--- config.mk ---
export PLATFORM = sky130hd
export DESIGN_NAME = instr_fetch_seq
export DESIGN_NICKNAME = d
export VERILOG_FILES = /design/src/rtl/cpu_pkg.sv /design/src/rtl/wait_counter.sv /design/src/rtl/instr_fetch_seq.sv
export SDC_FILE = /design/constraint.sdc
export NUM_CORES = 1
export LEC_CHECK = 0
export ABC_AREA = 1
export BUFFER_PORTS_ARGS = -buffer_cell sky130_fd_sc_hd__buf_2
export CAP_MARGIN = 5
export CORE_MARGIN = 5
export CORE_UTILIZATION = 45
export DETAILED_ROUTE_END_ITERATION = 6
export GPL_TIMING_DRIVEN = 0
export HOLD_SLACK_MARGIN = 0.06
export PLACE_DENSITY = 0.66
export SLEW_MARGIN = 5
export SYNTH_ARGS = -nofsm -noshare
export SYNTH_HDL_FRONTEND = slang
export SYNTH_SLANG_ARGS = --single-unit
--- constraint.sdc ---
create_clock -name CLK -period 2.4 [get_ports CLK]
set_clock_uncertainty 0.2 [all_clocks]
set_input_delay 0.12 -clock CLK [delete_from_list [all_inputs] [get_ports CLK]]
set_output_delay 0.12 -clock CLK [all_outputs]
set_load 0.02 [all_outputs]
--- src/rtl/cpu_pkg.sv ---
// Shared CPU control definitions: FunSel/RegSel codes, fetch state enum and
// the per-state control decode used by the fetch sequencer.
package cpu_pkg;

    localparam logic [1:0] FS_DEC   = 2'b00;
    localparam logic [1:0] FS_INC   = 2'b01;
    localparam logic [1:0] FS_LOAD  = 2'b10;
    localparam logic [1:0] FS_CLEAR = 2'b11;

    localparam logic [3:0] RS_NONE = 4'b0000;
    localparam logic [3:0] RS_PC   = 4'b1000;

    localparam logic [1:0] PC_SEL = 2'b00;

    typedef enum logic [2:0] {
        F_IDLE,
        F_CLR,
        F_LO_ADDR,
        F_LO_LOAD,
        F_HI_ADDR,
        F_HI_LOAD,
        F_DONE
    } fetch_state_t;

    typedef struct packed {
        logic       busy;
        logic       fetch_done;
        logic       mem_en;
        logic [1:0] outd_sel;
        logic [3:0] reg_sel;
        logic [1:0] arf_fun;
        logic       ir_en;
        logic       ir_lh;
        logic [1:0] ir_fun;
    } fetch_ctrl_t;

    function automatic fetch_ctrl_t fetch_decode(input fetch_state_t s);
        fetch_ctrl_t c;
        c = '0;
        c.busy = (s != F_IDLE);
        case (s)
            F_CLR: begin
                c.ir_en  = 1'b1;
                c.ir_fun = FS_CLEAR;
            end
            F_LO_ADDR, F_HI_ADDR: begin
                c.mem_en   = 1'b1;
                c.outd_sel = PC_SEL;
            end
            F_LO_LOAD, F_HI_LOAD: begin
                c.mem_en   = 1'b1;
                c.outd_sel = PC_SEL;
                c.ir_en    = 1'b1;
                c.ir_lh    = (s == F_HI_LOAD);
                c.ir_fun   = FS_LOAD;
                c.reg_sel  = RS_PC;
                c.arf_fun  = FS_INC;
            end
            F_DONE:  c.fetch_done = 1'b1;
            default: c = '0;
        endcase
        return c;
    endfunction

endpackage

--- src/rtl/wait_counter.sv ---
// 4-bit up-counter for memory wait states: synchronous clear-to-zero,
// count enable and a compare against a fixed terminal count.
module wait_counter #(
    parameter logic [3:0] TC = 4'd0
) (
    input  logic CLK,
    input  logic RST_N,
    input  logic load,
    input  logic en,
    output logic tc
);

    logic [3:0] cnt;

    always_ff @(posedge CLK or negedge RST_N) begin
        if (!RST_N)
            cnt <= 4'd0;
        else if (load)
            cnt <= 4'd0;
        else if (en)
            cnt <= cnt + 4'd1;
    end

    assign tc = (cnt == TC);

endmodule

--- src/rtl/instr_fetch_seq.sv ---
// Byte-serial instruction fetch: reads two bytes at PC into IR (low, then high),
// incrementing PC through the ARF after each byte.
//
// state     | meaning
// ----------+---------------------------------------------
// F_IDLE    | waiting for fetch_req
// F_CLR     | clear IR (CLR_IR=1 only)
// F_LO_ADDR | PC on OutD, memory read, wait states
// F_LO_LOAD | IR low byte load, PC++
// F_HI_ADDR | PC on OutD, memory read, wait states
// F_HI_LOAD | IR high byte load, PC++
// F_DONE    | fetch_done pulse
module instr_fetch_seq
    import cpu_pkg::*;
#(
    parameter int unsigned WAIT_CYC = 0,
    parameter bit          CLR_IR   = 1'b1
) (
    input  logic       CLK,
    input  logic       RST_N,
    input  logic       fetch_req,
    input  logic       hold,
    output logic       busy,
    output logic       fetch_done,
    output logic       Mem_En,
    output logic [1:0] ARF_OutDSel,
    output logic [3:0] ARF_RegSel,
    output logic [1:0] ARF_FunSel,
    output logic       IR_En,
    output logic       IR_LH,
    output logic [1:0] IR_FunSel
);

    if (WAIT_CYC > 15) begin : g_wait_cyc_range
        $error("instr_fetch_seq: WAIT_CYC must be 0..15");
    end

    fetch_state_t state;
    fetch_state_t nxt;
    fetch_ctrl_t  ctrl;
    logic         in_addr;
    logic         wc_load;
    logic         wc_en;
    logic         wc_tc;

    assign in_addr = (state == F_LO_ADDR) || (state == F_HI_ADDR);
    assign wc_load = !hold && !in_addr;
    assign wc_en   = !hold && in_addr && !wc_tc;

    wait_counter #(
        .TC(4'(WAIT_CYC))
    ) u_wait (
        .CLK  (CLK),
        .RST_N(RST_N),
        .load (wc_load),
        .en   (wc_en),
        .tc   (wc_tc)
    );

    always_comb begin
        nxt = state;
        if (!hold) begin
            case (state)
                F_IDLE:    if (fetch_req) nxt = CLR_IR ? F_CLR : F_LO_ADDR;
                F_CLR:     nxt = F_LO_ADDR;
                F_LO_ADDR: if (wc_tc) nxt = F_LO_LOAD;
                F_LO_LOAD: nxt = F_HI_ADDR;
                F_HI_ADDR: if (wc_tc) nxt = F_HI_LOAD;
                F_HI_LOAD: nxt = F_DONE;
                F_DONE:    nxt = F_IDLE;
                default:   nxt = F_IDLE;
            endcase
        end
    end

    // Control word is registered from the next state so every output is a flop.
    always_ff @(posedge CLK or negedge RST_N) begin
        if (!RST_N) begin
            state <= F_IDLE;
            ctrl  <= '0;
        end else begin
            state <= nxt;
            ctrl  <= fetch_decode(nxt);
        end
    end

    // hold suppresses every side effect in the current cycle, including a
    // load state that is arriving together with hold.
    assign busy        = ctrl.busy;
    assign fetch_done  = ctrl.fetch_done && !hold;
    assign Mem_En      = ctrl.mem_en;
    assign ARF_OutDSel = ctrl.outd_sel;
    assign ARF_RegSel  = hold ? RS_NONE : ctrl.reg_sel;
    assign ARF_FunSel  = ctrl.arf_fun;
    assign IR_En       = ctrl.ir_en && !hold;
    assign IR_LH       = ctrl.ir_lh;
    assign IR_FunSel   = ctrl.ir_fun;

endmodule

==> metrics, run 1 <==
DP Wirelength=1.02 mm; P_sw=531 µW; PD cells=approximately 1200 nW/µm²; flop2flop setup slack=0.89 ns; syn_area_per_cell=a little under 9 µm²; total core area=1710 µm²; Vias=570; die area=2710 µm²; Power, Total=1.15 mW; Reg-to-Reg End=u_wait.cnt[2]; switch share=0.462; post-cts sizing count=0; Finished Cell Area=953 µm²; GP Congestion=~0.76; crit-path max FO=5; Comb pwr share=0.547; Int Pwr=619 µW; mux cell area share after synthesis=0; post-synth top area share=0.440; Final Non-Filler Cells=138; Synthesis Warnings=0; Die X=between 50 and 60 µm; Post-CTS Hold Fix Bufs=3; crit share post-route=0.629; Setup CP Type=reg -> reg; Critical Path AT=roughly 1.5 ns; GR Overflow Total=0; Total GRT Usage=0.112; Post-DP Area=901 µm²; Yosys top cell by area=dfrtp_1; Synth Instances=a little over 90; Max Transition Viols Final=0; Diodes inserted=0; Synth Area in Adders=0.0314; Seq. cell area=around 350 µm²; VDD IR max=0.642 mV; clk slew on worst S/H paths=0.08 ns; CTS Buf Count=3; commonest non-fill, non-tap cell in the layout=dfrtp_1; Seq/Total Area, Yosys=0.440; Layout area overhead=19.8%; CTS root buffer=clkbuf_4; vias in the first global route=roughly 520; initial drt markers=3; post-synthesis simple-gate area fraction=0.263; CP Launch Type=register; Sequential Power Share=0.344; Lkg Pwr=0.529 nW; first-pass GRT wire length=2.23 mm; utilization after layout=0.558; filler instances=166; Placed Instances=roughly 130; maxcap violations=0; per-cell routed wire length=9.09 µm; postcts setup bufs=0; Synth Area in XOR/XNOR=0.0110; class of the worst hold path=in -> async; r2r startpoint=u_wait.cnt[0]; synth top area cells=dfrtp_1, buf_4, nand3_2; clk buf depth=2; endpoints failing hold=0; WL final=about 1.3 mm; commonest non-fill, non-tap cells in the layout=dfrtp_1, inv_1, buf_2, nand2_1; worst hold slack=between 0.06 and 0.07 ns; drt pass-1 iters=3; status=finished, final reports clean; setup slack after layout=roughly 0.89 ns; Clock power frac=0.108; CTS tree=built; # setup viols final=0; crit path time final=approximately 1.5 ns; Die Y=52.1 µm; Yosys reg bits=14; # rows=15; # DRC=0; boundary pin count=19; largest family of logic cells by synthesized area=simple AND/OR/NAND/NOR gates; Port Buf Inserts=11; H-Tree Depth=1; setup TNS=0 ns; critical path required time=2.36 ns; reg2reg path depth=6; nets=~120; RSZ-0062 raised after global routing=no; mapped cell area=796 µm²; FMAX=approximately 0.66 GHz; post-synthesis cell type count=21; proportion of layout cells with a drive suffix above 1=0.425; antenna violations before repair=0; dpl ws=~0.9 ns; Via density=4.13; complex-gate fraction of the synthesized area=0.0645; Initial Util=0.466; Routed Antenna Nets=0; crit end category=register; CTS sink count=14; worst skew pair latency=0.27 ns; largest net degree at the start of global routing=15; multi-input logic area=317 µm²
## routing by layer
metal	vias to the layer above	track usage	wire (µm)	part of all wire
li1	307	-	-	-
met1	249	0.154	584	0.47
met2	10	0.157	588	0.47
met3	4	0.0287	54	0.043
met4	0	0.0655	26	0.021
met5	-	0	0	0
## power groups by stage
stage	clock network, mW	logic, mW	registers (mW)
global route	0.145	0.706	0.414
finish	0.124	0.629	0.396
CTS	0.133	0.638	0.398
global placement	0	0.620	0.398
floorplan	0	0.479	0.422
detailed placement	0	0.632	0.401
## how the worst max path moves through the flow
stage / start / to / slack, ns
2_1_floorplan: u_wait.cnt[0] / u_wait.cnt[0] / 1.02
3_3_place_gp: u_wait.cnt[0] / u_wait.cnt[0] / 0.92
3_5_place_dp: u_wait.cnt[0] / u_wait.cnt[2] / 0.90
4_1_cts: u_wait.cnt[0] / u_wait.cnt[2] / 0.89
5_1_grt: u_wait.cnt[0] / u_wait.cnt[2] / 0.78
6_report: u_wait.cnt[0] / u_wait.cnt[2] / 0.89
## layout make-up
class	count	share of cell area
inverter	17	0.0722
tap	25	0.0328
timing repair buffer	14	0.0892
clock buffer	3	0.0236
buffer	10	0.0827
sequential	14	0.367
multi-input combinational	55	0.332
## flip-flops by register name, indices dropped and copies added, names as in the netlist
signal and cells:
state 3, ctrl 3, IR_LH 1, Mem_En 1
IR_FunSel 1, u_wait.cnt 4, busy 1
## critical path, stage by stage, from the launching register on
cell and delay, ns:
dfrtp_1 0.37, inv_1 0.08, ha_1 0.22, a21oi_2 0.22, inv_2 0.09, nor3_1 0.15
nor2_1 0.07
## cells in the mapped netlist, drive strengths merged
cell   instances
nor3           1
dfrtp         14
buf           10
a21oi          3
ha             2
conb           1
nand3          8
nor2          11
xor2           1
o21ai          5
nand2         18
inv           17
## cell families after synthesis
kind of cell    after synthesis
xor+xnor                      1
simple gates                 38
other cells                   1
flops                        14
compound gates                8
fa+ha+maj                     2
buf+inv                      27
(Power assumes the default switching activity.)
==> inputs of run 2 (changes only) <==
clock period = 1.5 ns   (was 2.4 ns; I/O delays follow)
==> run 2 against run 1 <==
  * Sequential power grew 60%
  * Core utilization rose by 2.9 points
  * Critical path depth unchanged
  * Clock-buffer cell count unchanged
  * Cell count is 2.9% higher
  * Routed wire length increased by 17%
  * Via count increased by 5.1%
  * Combinational power grew 78%
  * Fmax increased by 2.1%
==> metrics, run 2 (same netlist as run 1, synthesis figures left out) <==
Comb pwr share=0.572 (+0.025); clk slew on worst S/H paths=0.08 ns (about the same); Port Buf Inserts=11 (unchanged); boundary pin count=19 (unchanged); Placed Instances=132 (unchanged); setup TNS=0 ns (unchanged); WL final=1.46 mm (+17%); critical path required time=1.46 ns (-0.90 ns); Setup CP Type=reg -> reg; met2 usage=0.182 (+0.0251); antenna violations before repair=0 (unchanged); GR Overflow Total=0 (unchanged); met3 Use GR=0.0287 (unchanged); clk buf depth=2 (unchanged); setup slack after layout=0.0222 ns (-0.868 ns); Int Pwr=1.05 mW (+70%); proportion of layout cells with a drive suffix above 1=0.462 (+0.0368); CTS sink count=14 (unchanged); PD cells=1950 nW/µm² (+62%); Lkg Pwr=0.549 nW (+3.7%); dpl ws=0.00256 ns (-0.900 ns); GP Congestion=0.758 (unchanged); crit-path max FO=5 (unchanged); reg2reg path depth=6 (unchanged); DP Wirelength=1.02 mm (unchanged); Hold Path Cell Cnt=2; per-cell routed wire length=10.3 µm (+13%); Max Transition Viols Final=0 (unchanged); CP Launch Type=register; Diodes inserted=0 (unchanged); Initial Util=0.466 (unchanged); vias in the first global route=552 (+5.3%); first-pass GRT wire length=2.36 mm (+5.9%); crit path time final=1.48 ns (-0.0317 ns); CTS tree=built; filler instances=160 (-3.6%); FMAX=0.677 GHz (+2.1%); crit share post-route=0.985 (+0.356); Final Non-Filler Cells=142 (+2.9%); endpoints failing hold=0 (unchanged); crit end category=register; Total GRT Usage=0.120 (+0.00785); Layout area overhead=26.1%; CTS root buffer=clkbuf_4; Die X=52.1 µm (unchanged); status=finished, final reports clean; worst skew pair latency=0.27 ns (about the same); switch share=0.463 (+0.00134); class of the worst hold path=reg -> reg; Sequential Power Share=0.324 (-0.020); VDD IR max=1.03 mV (+60%); flop2flop setup slack=0.02 ns (-0.87 ns); die area=2710 µm² (unchanged); # setup viols final=0 (unchanged); # DRC=0 (unchanged); Clock power frac=0.104 (-0.004); maxcap violations=0 (unchanged); Worst Min Path Start=u_wait.cnt[0]; commonest non-fill, non-tap cells in the layout=dfrtp_1, buf_4, buf_2, inv_1, nand2_1; drt pass-1 iters=4 (+1); Routed Antenna Nets=0 (unchanged); met1 usage=0.156 (+0.00180); Reg-to-Reg End=u_wait.cnt[0]; register bank with the most flops=u_wait.cnt; Vias=599 (+5.1%); Critical Path AT=1.44 ns (-0.03 ns); utilization after layout=0.588 (+0.0293); initial drt markers=5 (+2); CTS Buf Count=3 (unchanged); Die Y=52.1 µm (unchanged); commonest non-fill, non-tap cell in the layout=dfrtp_1; # rows=15 (unchanged); max FFs per register=4 (unchanged); Hold EP=u_wait.cnt[0]; largest net degree at the start of global routing=15 (unchanged); RSZ-0062 raised after global routing=yes; r2r startpoint=u_wait.cnt[1]; gr busiest metal=met2; P_sw=905 µW (+70%); nets=125 (+3.3%); total core area=1710 µm² (unchanged); H-Tree Depth=1 (unchanged); worst hold slack=0.391 ns (+0.327 ns); biggest regs=u_wait.cnt (4), ctrl (3), state (3); Via density=4.22 (+2.1%)
[run 2: per-stage QoR]
step	area, µm²	total power, mW
floorplan	815	1.44
global placement	901	1.63
global route	1000	2.13
detailed placement	901	1.65
finish	1000	1.95
CTS	971	1.89
[run 2: how the worst max path moves through the flow]
stage | cells past startpoint | startpoint | to | slack, ns
finish | 6 | u_wait.cnt[1] | u_wait.cnt[0] | 0.02
global route | 7 | u_wait.cnt[1] | u_wait.cnt[2] | -0.05
CTS | 6 | u_wait.cnt[1] | u_wait.cnt[2] | 0.02
detailed placement | 6 | u_wait.cnt[0] | u_wait.cnt[2] | 0.003
global placement | 6 | u_wait.cnt[0] | u_wait.cnt[0] | 0.02
floorplan | 6 | u_wait.cnt[0] | u_wait.cnt[0] | 0.12
[run 2: area by class of cell]
type	instances	area, µm²	area share
inverter	17	68.8	0.0686
sequential	14	350	0.349
timing repair buffer	18	118	0.117
multi-input combinational	55	334	0.333
clock buffer	3	22.5	0.0224
buffer	10	78.8	0.0786
tap	25	31.3	0.0312
[run 2: worst max-delay path: stages, from the launching register on]
cell and delay, ns:
dfrtp_1 0.39, inv_1 0.08, ha_4 0.16, a21oi_2 0.21, inv_2 0.10, o21ai_0 0.16
a21oi_1 0.06
[run 2: what timing repair did]
item	4_1_cts	5_1_grt
pin swaps	1	1
resized for setup	0	4
endpoints found under the hold margin	25	0
setup buffers	1	2
setup endpoints to repair	2	6
hold buffers	4	0
[run 2: power groups by stage]
stage	Combinational, mW	Sequential (mW)	Clock, mW
after global routing	1.24	0.660	0.231
after global placement	0.992	0.637	0
after CTS	1.04	0.632	0.213
final	1.12	0.633	0.202
after floorplan	0.767	0.674	0
after detailed placement	1.01	0.642	0
[run 2: layer usage]
layer,up-vias,share of wire
met1,268,0.45
met2,12,0.49
met3,4,0.038
met4,0,0.018
li1,315,-
met5,-,0
